## src/rtl/exp_fx.sv

```systemverilog
// Fixed-point e^x / 2^x unit: range reduction to 2^q * 2^f, then a Horner series for 2^f.
// One request at a time; the latency is fixed at 3 + 2*TERMS cycles.
module exp_fx #(
  parameter int IW    = 16,
  parameter int IF    = 8,
  parameter int OW    = 24,
  parameter int OF    = 8,
  parameter int TERMS = 6
) (
  input  logic          CLK,
  input  logic          RST,
  input  logic          i_start,
  input  logic [IW-1:0] i_val,
  input  logic          i_base2,
  output logic          o_busy,
  output logic          o_done,
  output logic [OW-1:0] o_exp,
  output logic          o_ovf,
  output logic          o_unf
);

  localparam int XW = IW + 16;   // operand rescaled to Q.16
  localparam int PW = XW + 18;   // x * LOG2E without wrap
  localparam int TW = XW + 2;    // t = (x * LOG2E) >>> 16
  localparam int QW = TW - 16;   // integer part q
  localparam int AW = 18;        // accumulator, holds values below 2.0 in Q.16
  localparam int RW = AW + OW;   // scaled result before the saturation check

  localparam logic signed [17:0] LOG2E = 18'sd94548;
  localparam logic [15:0]        LN2   = 16'd45426;
  localparam logic [3:0]         KINIT = 4'(TERMS);

  typedef enum logic [2:0] {StIdle, StReduce, StFrac, StHmul, StHadd, StScale} state_e;

  state_e                 state_q, state_d;
  logic [IW-1:0]          val_q, val_d;
  logic                   base2_q, base2_d;
  logic signed [QW-1:0]   q_q, q_d;
  logic [15:0]            f_q, f_d, u_q, u_d;
  logic [AW-1:0]          acc_q, acc_d, m_q, m_d;
  logic [3:0]             k_q, k_d;
  logic [OW-1:0]          exp_q, exp_d;
  logic                   ovf_q, ovf_d, unf_q, unf_d, done_q, done_d;

  logic signed [XW-1:0]   x;
  logic signed [PW-1:0]   xe, le;
  logic signed [TW-1:0]   t;
  logic [RW-1:0]          r;
  int                     sh;

  // round(65536 / k)
  function automatic logic [16:0] recip(input logic [3:0] k);
    case (k)
      4'd1:    recip = 17'd65536;
      4'd2:    recip = 17'd32768;
      4'd3:    recip = 17'd21845;
      4'd4:    recip = 17'd16384;
      4'd5:    recip = 17'd13107;
      4'd6:    recip = 17'd10923;
      4'd7:    recip = 17'd9362;
      4'd8:    recip = 17'd8192;
      4'd9:    recip = 17'd7282;
      4'd10:   recip = 17'd6554;
      default: recip = 17'd0;
    endcase
  endfunction

  assign x  = XW'($signed(val_q)) <<< (16 - IF);
  assign xe = PW'(x);
  assign le = PW'(LOG2E);
  assign t  = base2_q ? TW'(x) : TW'((xe * le) >>> 16);

  // Left by q then right by 16-OF folds into one shift of q-(16-OF); floor is preserved.
  always_comb begin
    sh = int'(q_q) - (16 - OF);
    r  = '0;
    if (sh >= 0) begin
      r = RW'(acc_q) << sh;
    end else if (sh > -AW) begin
      r = RW'(acc_q) >> (-sh);
    end
  end

  always_comb begin
    state_d = state_q;
    val_d   = val_q;
    base2_d = base2_q;
    q_d     = q_q;
    f_d     = f_q;
    u_d     = u_q;
    acc_d   = acc_q;
    m_d     = m_q;
    k_d     = k_q;
    exp_d   = exp_q;
    ovf_d   = ovf_q;
    unf_d   = unf_q;
    done_d  = 1'b0;
    case (state_q)
      StIdle: begin
        if (i_start) begin
          val_d   = i_val;
          base2_d = i_base2;
          state_d = StReduce;
        end
      end
      StReduce: begin
        q_d     = t[TW-1:16];
        f_d     = t[15:0];
        state_d = StFrac;
      end
      StFrac: begin
        u_d     = 16'((32'(f_q) * 32'(LN2)) >> 16);
        acc_d   = 18'd65536;
        k_d     = KINIT;
        state_d = StHmul;
      end
      StHmul: begin
        m_d     = AW'((34'(acc_q) * 34'(u_q)) >> 16);
        state_d = StHadd;
      end
      StHadd: begin
        acc_d   = 18'd65536 + AW'((35'(m_q) * 35'(recip(k_q))) >> 16);
        k_d     = k_q - 4'd1;
        state_d = (k_q == 4'd1) ? StScale : StHmul;
      end
      StScale: begin
        done_d  = 1'b1;
        state_d = StIdle;
        if (int'(q_q) >= OW - OF || r[RW-1:OW] != '0) begin
          exp_d = '1;
          ovf_d = 1'b1;
          unf_d = 1'b0;
        end else if (r == '0) begin
          exp_d = '0;
          ovf_d = 1'b0;
          unf_d = 1'b1;
        end else begin
          exp_d = r[OW-1:0];
          ovf_d = 1'b0;
          unf_d = 1'b0;
        end
      end
      default: state_d = StIdle;
    endcase
  end

  always_ff @(posedge CLK or posedge RST) begin
    if (RST) begin
      state_q <= StIdle;
      val_q   <= '0;
      base2_q <= 1'b0;
      q_q     <= '0;
      f_q     <= '0;
      u_q     <= '0;
      acc_q   <= '0;
      m_q     <= '0;
      k_q     <= '0;
      exp_q   <= '0;
      ovf_q   <= 1'b0;
      unf_q   <= 1'b0;
      done_q  <= 1'b0;
    end else begin
      state_q <= state_d;
      val_q   <= val_d;
      base2_q <= base2_d;
      q_q     <= q_d;
      f_q     <= f_d;
      u_q     <= u_d;
      acc_q   <= acc_d;
      m_q     <= m_d;
      k_q     <= k_d;
      exp_q   <= exp_d;
      ovf_q   <= ovf_d;
      unf_q   <= unf_d;
      done_q  <= done_d;
    end
  end

  assign o_busy = (state_q != StIdle);
  assign o_done = done_q;
  assign o_exp  = exp_q;
  assign o_ovf  = ovf_q;
  assign o_unf  = unf_q;

endmodule

```

## config.mk

```make
export PLATFORM = sky130hd
export DESIGN_NAME = exp_fx
export DESIGN_NICKNAME = d
export VERILOG_FILES = /design/src/rtl/exp_fx.sv
export SDC_FILE = /design/constraint.sdc
export NUM_CORES = 2
export LEC_CHECK = 0
export CAP_MARGIN = 10
export CELL_PAD_IN_SITES_DETAIL_PLACEMENT = 1
export CELL_PAD_IN_SITES_GLOBAL_PLACEMENT = 1
export CORE_AREA = 2 2 252 254
export CTS_BUF_LIST = sky130_fd_sc_hd__clkbuf_4 sky130_fd_sc_hd__clkbuf_8
export CTS_CLUSTER_SIZE = 14
export DETAILED_ROUTE_END_ITERATION = 8
export DIE_AREA = 0 0 254 256
export PLACE_DENSITY_LB_ADDON = 0.1
export REMOVE_ABC_BUFFERS = 1
export SYNTH_ARGS = -nofsm -noshare
export SYNTH_HDL_FRONTEND = slang
export SYNTH_SLANG_ARGS = --single-unit
```

## constraint.sdc

```tcl
create_clock -name CLK -period 16.2 [get_ports CLK]
set_input_delay 2.43 -clock CLK [delete_from_list [all_inputs] [get_ports CLK]]
set_output_delay 2.43 -clock CLK [all_outputs]
set_load 0.01 [all_outputs]
```

==> results.cfg <==
[outcome]
status = finished, final reports clean

[critical_path]
critical_path.most_common_cell = sky130_fd_sc_hd__fa_1
worst_setup_path_start_kind = flip-flop
setup_slack_of_the_most_critical_reg_to_reg_path_ns = 7.77
path_class = reg2reg
cp_data_required_time_ns = 16.66
timing.reg2reg.worst_path_depth = 28
worst_r2r_endpoint = acc_q[17]
worst_r2r_startpoint = k_q[2]
worst-path-max-fanout = 32
cpMaxStageDelayCell = sky130_fd_sc_hd__dfrtp_1
timing.critical_path.to_type = flip-flop
arrival_ns = 8.89
timing.critical_path.slowest_cell_delay_ns = 0.68

[yosys]
post_synth_num_cell_types = 88
ys_async_sr_fraction = 1.000
yosys_warnings = 0
synth_cells = 3916
synth_sequential_area_ratio = 0.09335
main_flop_type_after_synthesis = sky130_fd_sc_hd__dfrtp_1
post_synth_instance_area_um2 = 34580
synth_area_per_cell_um2 = 8.830
synth-edff-count = 0
ys_ff_latch = 129

[sta]
slew_margin_rel = 0.2617
setup_viol_count_final = 0
fin_crit_sh = 0.5204
worst_slew_pin_slew_ns = 1.107
report.final.slew_viol_count = 0
hold_violations = 0
max_freq_mhz = 118.6
final.setup.tns_ns = 0
finalWorstPathRequiredPeriod_ns = 8.431
final.setup_skew_ns = 0.02079
rsz_0062_raised_after_global_routing = false

[run]
max-cap-violations = 0

[route]
post_drt_wl_per_cell_um = 20.73
avgViaCountPerCell = 5.668
detail_route.first_pass.iterations = 7
post-route-drc-count = 0
vias = 26618
antenna_left = 0
dr.first_iter.drc_count = 1359
postRouteWirelength_um = 97360

[floorplan]
die-height_um = 256
die-width_um = 254
floorplan.initialDensity = 0.5542
core_region_area_um2 = 62390
design.die.area_um2 = 65020
boundaryPins = 48
placementRows = 92

[placed_design]
place.detailed.instances = 4665
io_buffers = 47
gp_congestion = 0.8747
hpwl_um = 77390

[finish]
syn_to_final_growth_pct = 4.331
final_cell_count_no_fill = 4696
fin_nets = 4922
layout_common_cells = sky130_fd_sc_hd__inv_1, sky130_fd_sc_hd__fa_1, sky130_fd_sc_hd__nand2_1
layout_commonest_cell = sky130_fd_sc_hd__inv_1
post_route_cells_drive_above_1_share = 0.03533
fillCellCount = 7378

[cts]
post_cts_buffers = 0
cts_buffers = 17
cts_repair_resize_count = 0
cts_root_buf = sky130_fd_sc_hd__clkbuf_8
insertion_delay_ns = 0.52
tritoncts_num_sinks = 129
clockBufferDepth = 2
cts_tree = yes
cts_hold_buffers = 0
htreeDepth = 4
path_clk_slew_ns = 0.09

[global_route]
grt_pass1_vias = 30899
antenna_found_initial = 1
grt_max_degree = 72
grt.overflow.total = 0
grt.total_usage = 0.3149
grt_first_pass_wirelength_um = 160500

[hold_path]
hold_removal_path_class = reg2reg
hold-path-cell-count = 2
timing.hold.worst_endpoint = acc_q[2]
worst_hold_startpoint = acc_q[2]
-- critical path: cells and delay by family (launching register included) --
kind	cells	cell delay, ns
multiplexers	1	0.35
AND/OR/NAND/NOR	6	1.44
flip-flops	1	0.68
adder cells (fa/ha/maj)	7	3.33
AO/OA/AOI/OAI	8	1.92
buffers and inverters	6	0.63
-- Yosys cell counts, drive strengths merged, types with 8 or more instances --
library cell	instances	area share
or3	11	0.0020
a21o	19	0.0042
o21bai	9	0.0020
xor2	31	0.0079
nor3	29	0.0047
and2	174	0.032
nand4	11	0.0020
ha	451	0.16
xnor2	75	0.019
dfrtp	129	0.093
inv	868	0.094
nand2	586	0.064
a21oi	136	0.020
mux2	8	0.0026
a211oi	21	0.0048
o31ai	15	0.0033
o21a	15	0.0033
and3	32	0.0058
o211ai	16	0.0035
nand3	30	0.0043
mux2i	37	0.011
a22oi	10	0.0022
o22ai	8	0.0016
nor2b	18	0.0033
fa	612	0.35
o41ai	8	0.0022
buf	46	0.0069
nand2b	10	0.0019
a31oi	11	0.0024
o21ai	142	0.021
mux4	17	0.011
nor2	110	0.012
clkbuf	144	0.016
-- sequential cells by signal, summed over array words and instances, names as in the netlist --
signal   flops
f_q         16
o_ovf        1
q_q         10
val_q       16
o_done       1
state_q      3
o_exp       24
acc_q       18
k_q          4
m_q         18
o_unf        1
u_q         16
base2_q      1
-- worst max-delay path by stage --
| stage | start | end | slack, ns |
|---|---|---|---|
| 5_1_grt | k_q[2] | acc_q[17] | 7.14 |
| 2_1_floorplan | k_q[2] | acc_q[11] | 8.88 |
| 4_1_cts | k_q[2] | acc_q[17] | 7.79 |
| 3_5_place_dp | k_q[2] | acc_q[13] | 7.83 |
| 6_report | k_q[2] | acc_q[17] | 7.77 |
| 3_3_place_gp | k_q[2] | acc_q[17] | 8.12 |
-- per-stage QoR --
stage	cell area, um2	utilization	setup slack, ns	hold slack [ns]
2_1_floorplan	33800	-	8.883	0.5053
3_3_place_gp	35700	0.5723	8.117	0.4759
3_5_place_dp	35700	0.5723	7.825	0.4840
4_1_cts	36060	0.5780	7.785	0.5021
5_1_grt	36070	0.5782	7.145	0.5484
6_report	36080	0.5783	7.769	0.4967
-- routing by layer --
| layer | routed length [um] | vias to the layer above | track usage |
|---|---|---|---|
| met5 | 0 | - | 0 |
| met4 | 2484 | 0 | 0.09248 |
| met3 | 4320 | 160 | 0.04220 |
| met2 | 50420 | 588 | 0.5604 |
| met1 | 40130 | 13938 | 0.3976 |
| li1 | - | 11932 | - |
-- kinds of logic (layout without fill, tap and decap cells) --
| kind of cell | count (synthesis) | count (layout) | synth area share |
|---|---|---|---|
| other cells | 0 | 1 | 0 |
| flops | 129 | 129 | 0.09335 |
| fa+ha+maj | 1063 | 1063 | 0.5175 |
| compound gates | 460 | 460 | 0.08348 |
| xor+xnor | 106 | 106 | 0.02707 |
| buf+inv | 1059 | 992 | 0.1169 |
| simple gates | 1037 | 1037 | 0.1374 |
| mux | 62 | 62 | 0.02439 |
-- cell type report --
class,count,area (um2),share of cell area
Timing Repair Buffer,94,830.8,0.02303
Multi-Input combinational cell,2728,27330,0.7576
Inverter,869,3267,0.09055
Clock buffer,20,269.0,0.007456
Antenna cell,1,2.502,0.00006936
Tap cell,846,1059,0.02934
Clock inverter,9,87.58,0.002428
Sequential cell,129,3229,0.08951
Power is not shown: default switching activity piles up to over one toggle a cycle in this logic, so the estimate is an artifact.
